## config.mk

```make
export PLATFORM = sky130hd
export DESIGN_NAME = alu_out_stage
export DESIGN_NICKNAME = d
export VERILOG_FILES = /design/src/rtl/alu_out_stage.sv
export SDC_FILE = /design/constraint.sdc
export NUM_CORES = 1
export LEC_CHECK = 0
export ABC_AREA = 1
export ABC_CLOCK_PERIOD_IN_PS = 3100
export BUFFER_PORTS_ARGS = -buffer_cell sky130_fd_sc_hd__buf_2
export CORE_MARGIN = 2
export CORE_UTILIZATION = 52
export DETAILED_ROUTE_END_ITERATION = 8
export PLACE_DENSITY = 0.93
export SYNTH_ARGS = -nofsm -noshare
export SYNTH_HDL_FRONTEND = slang
export SYNTH_SLANG_ARGS = --single-unit
```

## constraint.sdc

```tcl
create_clock -name clk_i -period 3.1 [get_ports clk_i]
set_input_delay 0.31 -clock clk_i [delete_from_list [all_inputs] [get_ports clk_i]]
set_output_delay 0.31 -clock clk_i [all_outputs]
set_load 0.005 [all_outputs]
```

## src/rtl/alu_out_stage.sv

```systemverilog
// Registered ALU output stage with a two-entry skid buffer and valid/ready handshake.
// Optional saturating overflow counter is built when ALU_OUT_OVF_CNT_EN is defined.
module alu_out_stage #(
   parameter int N = 4
) (
   input  logic         clk_i,
   input  logic         rst_ni,
   input  logic         in_valid_i,
   output logic         in_ready_o,
   input  logic [N-1:0] in_result_i,
   input  logic         in_carry_i,
   input  logic         in_ovf_i,
   output logic         out_valid_o,
   input  logic         out_ready_i,
   output logic [N-1:0] out_result_o,
   output logic         out_z_o,
   output logic         out_n_o,
   output logic         out_c_o,
   output logic         out_v_o,
   output logic [7:0]   ovf_count_o
);

   typedef enum logic [1:0] {
      EMPTY = 2'd0,
      ONE   = 2'd1,
      TWO   = 2'd2
   } state_t;

   typedef struct packed {
      logic [N-1:0] result;
      logic         z;
      logic         n;
      logic         c;
      logic         v;
   } entry_t;

   state_t state_q, state_d;
   entry_t head_q, head_d;
   entry_t skid_q, skid_d;
   entry_t newEntry;
   logic   accept;
   logic   deliver;

   // Flags are derived once at capture and travel with the result.
   always_comb begin
      newEntry.result = in_result_i;
      newEntry.z      = (in_result_i == '0);
      newEntry.n      = in_result_i[N-1];
      newEntry.c      = in_carry_i;
      newEntry.v      = in_ovf_i;
   end

   assign in_ready_o  = (state_q != TWO);
   assign out_valid_o = (state_q != EMPTY);
   assign accept      = in_valid_i && in_ready_o;
   assign deliver     = out_valid_o && out_ready_i;

   always_comb begin
      state_d = state_q;
      head_d  = head_q;
      skid_d  = skid_q;
      case (state_q)
         EMPTY: begin
            if (accept) begin
               head_d  = newEntry;
               state_d = ONE;
            end
         end
         ONE: begin
            if (accept && deliver) begin
               head_d = newEntry;
            end else if (accept) begin
               skid_d  = newEntry;
               state_d = TWO;
            end else if (deliver) begin
               state_d = EMPTY;
            end
         end
         TWO: begin
            if (deliver) begin
               head_d  = skid_q;
               state_d = ONE;
            end
         end
         default: state_d = EMPTY;
      endcase
   end

   always_ff @(posedge clk_i) begin
      if (!rst_ni) begin
         state_q <= EMPTY;
         head_q  <= '0;
         skid_q  <= '0;
      end else begin
         state_q <= state_d;
         head_q  <= head_d;
         skid_q  <= skid_d;
      end
   end

   assign out_result_o = head_q.result;
   assign out_z_o      = head_q.z;
   assign out_n_o      = head_q.n;
   assign out_c_o      = head_q.c;
   assign out_v_o      = head_q.v;

`ifdef ALU_OUT_OVF_CNT_EN
   logic [7:0] ovfCount_q, ovfCount_d;

   // Counts accepted overflowed results, sticking at 255.
   always_comb begin
      ovfCount_d = ovfCount_q;
      if (accept && in_ovf_i && (ovfCount_q != 8'hFF)) begin
         ovfCount_d = ovfCount_q + 8'd1;
      end
   end

   always_ff @(posedge clk_i) begin
      if (!rst_ni) begin
         ovfCount_q <= '0;
      end else begin
         ovfCount_q <= ovfCount_d;
      end
   end

   assign ovf_count_o = ovfCount_q;
`else
   assign ovf_count_o = '0;
`endif

endmodule

```

==> results.yml, run 1 <==
clocking:
  clkLatencyLatePin_ns: 0.30
  clock_tree_from_tritoncts: "done"
  cts.reportedPaths.clkPinSlew_ns: 0.10
  cts-hold-fix-buffers: 0
  cts_root_buf: "sky130_fd_sc_hd__clkbuf_4"
  htree_levels: 1
  clock_tree.buffer_depth: 2
  cts_num_sinks: 16
  numCtsBuffers: 3
  post_cts_resized: 0
  postCtsSetupRepairBufs: 0
timing:
  fin_hold_ws_ns: 0.280
  period_minus_slack_ns: 1.54
  clock_skew_ns: 0.00935
  final-hold-violation-count: 0
  tns_ns: 0
  max_clock_freq_mhz: 648
  timing.final.setup_violations: 0
  rsz0062_at_grt: "no"
  final_slew_violations: 0
  layout_worst_path_cycle_share: 0.497
synth:
  synth_seq_cells: 16
  synthDistinctLibCells: 19
  avgSynthCellArea_um2: 6.58
  synthesis.area_um2: 862
  synthesis.yosys.warnings: 0
  syn_inst: 131
  synth.yosys.seq_area_share: 0.372
floorplanning:
  area_of_the_core_mm2: 0.00152
  die_width_um: 44.7
  design.portCount: 28
  row_count: 14
  die_footprint_mm2: 0.00200
  chipHeight_um: 44.7
  initial_utilization: 0.566
setup_path:
  highest_cell_delay_on_the_worst_timing_path_ns: 0.57
  timing.critical_path.cells: "nand2_2 -> buf_2"
  worstPathMaxFanout: 11
  cpMaxStageDelayCell: "sky130_fd_sc_hd__dfxtp_1"
  criticalPathCategory: "flip-flop to primary output"
  cp_top_family: "flip-flops"
  cp_data_arrival_time_ns: 1.23
  timing.critical_path.to_type: "primary output"
  required_ns: 2.79
  worst_setup_path_start_kind: "flip-flop"
  critical_path_buf_inv_count: 1
power_and_ir_drop:
  clockPowerShare: 0.304
  share_seq_of_total_power: 0.499
  sw_frac_of_total: 0.294
  power.density_mw_per_mm2: 487
  switching_power_mw: 0.137
  leakage_nw: 0.513
  internal_power_mw: 0.329
  power_frac_comb: 0.197
  worst_ir_drop_vdd_mv: 0.284
global_route:
  grt_start_max_net_pins: 16
  grt_first_pass_wirelength_um: 2770
  groute.usage.overall: 0.184
  antenna_found_initial: 0
  vias_in_the_first_global_route: 709
  grt_total_ovfl: 0
route:
  wire_per_inst_um: 10.5
  detailroute.via_count: 826
  highest_metal_layer_with_signal_wires: "met4"
  ant_nets: 0
  detail_route.drc_violations: 0
  detail_route.iter0.violations: 24
  firstDrtPassIters: 4
  total_routed_wirelength_um: 1740
  routed_via_density: 4.98
  wl_met1_um: 772
  wl_met2_um: 828
  route.met3.wl_um: 101
flow_run:
  maxCapViolations: 0
outcome:
  result_of_the_run: "complete, no violations"
place:
  portBuffers: 19
  gpl.final_weighted_congestion: 0.858
  place_hpwl_um: 1270
finish:
  syn_to_final_growth_pct: 11.0
  n_antenna_cell: 0
  fin_nets: 161
  final_layout_size_suffix_gt1_frac: 0.213
hold_path:
  classification_of_the_worst_slack_hold_path: "primary input to flip-flop"
[flip-flops by register name, summed over array words and instances, names as in the netlist]
register,cells
out_c_o,1
out_result_o,4
out_v_o,1
out_z_o,1
skid_q,7
state_q,2
[synthesized netlist by cell type (all sizes together)]
cell    count  area [um2]
nor2       30         115
nand2      26         103
nand3      19         113
dfxtp      16         320
inv        16        60.1
buf        10        78.8
o21ai       7        35.0
a21oi       3        18.8
clkbuf      1        3.75
clkinv      1        5.00
conb        1        3.75
nand4       1        6.26
[cell families (layout without fill, tap and decap cells)]
group | after synthesis | count (layout) | synth area share
simple gates | 76 | 76 | 0.390
buf+inv | 28 | 40 | 0.171
flops | 16 | 16 | 0.372
compound gates | 10 | 10 | 0.0624
other cells | 1 | 8 | 0.00435
[metrics by stage]
step / utilization / setup slack (ns) / power, mW / cell area, um2 / std cells
final: 0.628 / 1.56 / 0.466 / 957 / 166
after global routing: 0.628 / 1.50 / 0.487 / 957 / 166
after CTS: 0.628 / 1.58 / 0.464 / 957 / 166
after detailed placement: 0.604 / 1.80 / 0.328 / 921 / 162
after global placement: 0.604 / 1.87 / 0.324 / 921 / 162
after floorplan: - / 2.01 / 0.306 / 888 / 138
[power groups by stage]
stage	Sequential, mW	Clock (mW)	Combinational, mW
floorplan	0.236	0	0.0692
global placement	0.236	0	0.0879
detailed placement	0.237	0	0.0911
CTS	0.232	0.140	0.0917
global route	0.234	0.147	0.106
finish	0.232	0.142	0.0917
[worst register-to-register path: cells and delay by family, from the launching register on]
family	cells	cell delay, ns
AO/OA/AOI/OAI	1	0.15
AND/OR/NAND/NOR	3	0.38
buffers and inverters	2	0.28
flip-flops	1	0.47
[routing by layer]
metal / global-route usage / vias to the layer above
met2: 0.339 / 31
met4: 0.0727 / 0
met3: 0.0240 / 4
met1: 0.214 / 364
li1: - / 427
met5: 0 / -
[layout make-up]
cell class                 instances  area (um2)
tap                               16        20.0
inverter                          17        65.1
timing repair buffer              19        95.1
sequential                        16         320
fill                             125         567
multi-input combinational         94         420
clock buffer                       4        36.3
[worst paths after layout]
path | startpoint | end | slack [ns] | cells past startpoint
setup / recovery | state_q[1]$_SDFFE_PN0P_ | in_ready_o | 1.56 | 2
hold / removal | in_ovf_i | skid_q[0]$_SDFFE_PN0P_ | 0.28 | 3
hold reg to reg | out_result_o[1]$_SDFFE_PN0P_ | out_result_o[1]$_SDFFE_PN0P_ | 0.49 | 2
setup reg to reg | state_q[0]$_SDFFE_PN0P_ | skid_q[3]$_SDFFE_PN0P_ | 1.76 | 6
[cell usage in the layout, fill, tap and decap left out, drive strengths merged]
master | synthesis | layout
a21oi | 3 | 3
nand4 | 1 | 1
nand2 | 26 | 26
buf | 10 | 19
dfxtp | 16 | 16
clkinv | 1 | 1
clkbuf | 1 | 4
inv | 16 | 16
nand3 | 19 | 19
nor2 | 30 | 30
conb | 1 | 8
o21ai | 7 | 7
(Power assumes the default switching activity.)
==> run 2, diff against run 1 <==
--- a/config.mk
+++ b/config.mk
@@ -6,12 +6,12 @@
 export NUM_CORES = 1
 export LEC_CHECK = 0
 export ABC_AREA = 1
-export ABC_CLOCK_PERIOD_IN_PS = 3100
+export ABC_CLOCK_PERIOD_IN_PS = 1600
 export BUFFER_PORTS_ARGS = -buffer_cell sky130_fd_sc_hd__buf_2
 export CORE_MARGIN = 2
-export CORE_UTILIZATION = 52
+export CORE_UTILIZATION = 48
 export DETAILED_ROUTE_END_ITERATION = 8
-export PLACE_DENSITY = 0.93
+export PLACE_DENSITY = 0.87
 export SYNTH_ARGS = -nofsm -noshare
 export SYNTH_HDL_FRONTEND = slang
 export SYNTH_SLANG_ARGS = --single-unit
==> constraint.sdc (replaced) <==
create_clock -name clk_i -period 1.6 [get_ports clk_i]
set_input_delay 0.16 -clock clk_i [delete_from_list [all_inputs] [get_ports clk_i]]
set_output_delay 0.16 -clock clk_i [all_outputs]
set_load 0.005 [all_outputs]
==> results.yml, run 2 (synthesis results as in run 1) <==
outcome:
  result_of_the_run: "complete, no violations"
finish:
  final_layout_size_suffix_gt1_frac: 0.213
  most_frequent_standard_cell_in_the_layout_excluding_fill_and_tap_cells: "sky130_fd_sc_hd__nor2_1"
  most-common-layout-cells: "29 x sky130_fd_sc_hd__nor2_1, 24 x sky130_fd_sc_hd__nand2_1, 19 x sky130_fd_sc_hd__buf_2, 17 x sky130_fd_sc_hd__nand3_1, 16 x sky130_fd_sc_hd__dfxtp_1"
  largest_register: "skid_q"
  largest_reg_flops: 7
  syn_to_final_growth_pct: 12.3
  fillCellCount: 178
  fin_nets: 161
  n_antenna_cell: 0
place:
  gpl.final_weighted_congestion: 0.889
  place_hpwl_um: 1340
  portBuffers: 19
timing:
  clock_skew_ns: 0.00592
  layout_worst_path_cycle_share: 0.861
  rsz0062_at_grt: "no"
  period_minus_slack_ns: 1.38
  tns_ns: 0
  timing.final.setup_violations: 0
  max_clock_freq_mhz: 726
  final-hold-violation-count: 0
  final_slew_violations: 0
setup_path:
  cp_data_arrival_time_ns: 1.22
  critical_path_buf_inv_count: 1
  timing.critical_path.to_type: "primary output"
  criticalPathCategory: "flip-flop to primary output"
  timing.critical_path.from: "state_q[1]$_SDFFE_PN0P_"
  required_ns: 1.44
  cp_top_family: "flip-flops"
  r2r_setup_slack_ns: 0.24
  highest_cell_delay_on_the_worst_timing_path_ns: 0.56
  timing.critical_path.cells: "nand2_2 -> buf_2"
  crit-reg2reg-launch: "state_q[1]$_SDFFE_PN0P_"
  worst_setup_path_start_kind: "flip-flop"
  cpMaxStageDelayCell: "sky130_fd_sc_hd__dfxtp_1"
  worst_r2r_path_depth: 6
  worstPathMaxFanout: 11
  critical_path.endpoint: "in_ready_o"
  r2r-end: "out_result_o[3]$_SDFFE_PN0P_"
  path_depth: 2
power_and_ir_drop:
  worst_ir_drop_vdd_mv: 0.587
  fin_total_pwr_mw: 0.901
  leakage_nw: 0.513
  power.density_mw_per_mm2: 931
clocking:
  cts.reportedPaths.clkPinSlew_ns: 0.09
  cts_root_buf: "sky130_fd_sc_hd__clkbuf_4"
  cts_num_sinks: 16
  clkLatencyLatePin_ns: 0.30
  postCtsSetupRepairBufs: 0
  clock_tree_from_tritoncts: "done"
  clock_tree.buffer_depth: 2
  numCtsBuffers: 3
  post_cts_resized: 0
  htree_levels: 1
  cts-hold-fix-buffers: 0
route:
  detail_route.iter0.violations: 19
  detailroute.via_count: 809
  firstDrtPassIters: 4
  wire_per_inst_um: 10.1
  ant_nets: 0
  total_routed_wirelength_um: 1760
  routed_via_density: 4.62
  detail_route.drc_violations: 0
floorplanning:
  die_footprint_mm2: 0.00215
  row_count: 15
  die_width_um: 46.4
  area_of_the_core_mm2: 0.00171
  design.portCount: 28
  chipHeight_um: 46.4
  initial_utilization: 0.505
hold_path:
  hold_path_startpoint: "in_ovf_i"
  classification_of_the_worst_slack_hold_path: "primary input to flip-flop"
global_route:
  groute.usage.overall: 0.200
  vias_in_the_first_global_route: 716
  grt_start_max_net_pins: 16
  grt_total_ovfl: 0
  grt_first_pass_wirelength_um: 2980
  antenna_found_initial: 0
flow_run:
  maxCapViolations: 0
## run 2: area by class of cell
cell class / instances / area (um2) / area share
Inverter: 17 / 65.1 / 0.0672
Timing Repair Buffer: 19 / 95.1 / 0.0982
Multi-Input combinational cell: 94 / 420 / 0.434
Sequential cell: 16 / 320 / 0.331
Clock buffer: 4 / 36.3 / 0.0375
Tap cell: 25 / 31.3 / 0.0323
## run 2: how the worst min path moves through the flow
stage / end / slack [ns] / depth (start not counted)
floorplan: skid_q[3]$_SDFFE_PN0P_ / 0.29 / 2
global placement: skid_q[0]$_SDFFE_PN0P_ / 0.43 / 3
detailed placement: skid_q[0]$_SDFFE_PN0P_ / 0.44 / 3
CTS: skid_q[0]$_SDFFE_PN0P_ / 0.13 / 3
global route: skid_q[4]$_SDFFE_PN0P_ / 0.18 / 3
finish: skid_q[0]$_SDFFE_PN0P_ / 0.13 / 3
## run 2: stage by stage
step,hold WS [ns],cell area (um2),util,worst slack (ns),std cells
after floorplan,0.292,888,-,0.509,138
after global placement,0.425,932,0.546,0.376,171
after detailed placement,0.437,932,0.546,0.268,171
after CTS,0.132,968,0.567,0.236,175
after global routing,0.177,968,0.567,0.106,175
final,0.127,968,0.567,0.223,175
## run 2: metal layers
layer / vias to the layer above / part of all wire / wire, um / track usage
met5: - / 0 / 0 / 0
met4: 0 / 0.026 / 45 / 0.103
li1: 430 / - / - / -
met1: 356 / 0.46 / 809 / 0.237
met2: 18 / 0.47 / 833 / 0.331
met3: 5 / 0.042 / 74 / 0.0510
## run 2: report_power, final
group	internal, mW	total, mW	switching, mW
clock	0.139	0.271	0.132
combinational	0.0685	0.179	0.111
sequential	0.429	0.451	0.0218
## run 2: worst min-delay path, cell delays in order
cell                      delay (ns)
sky130_fd_sc_hd__buf_2          0.08
sky130_fd_sc_hd__o21ai_0        0.07
sky130_fd_sc_hd__nor2_1         0.08
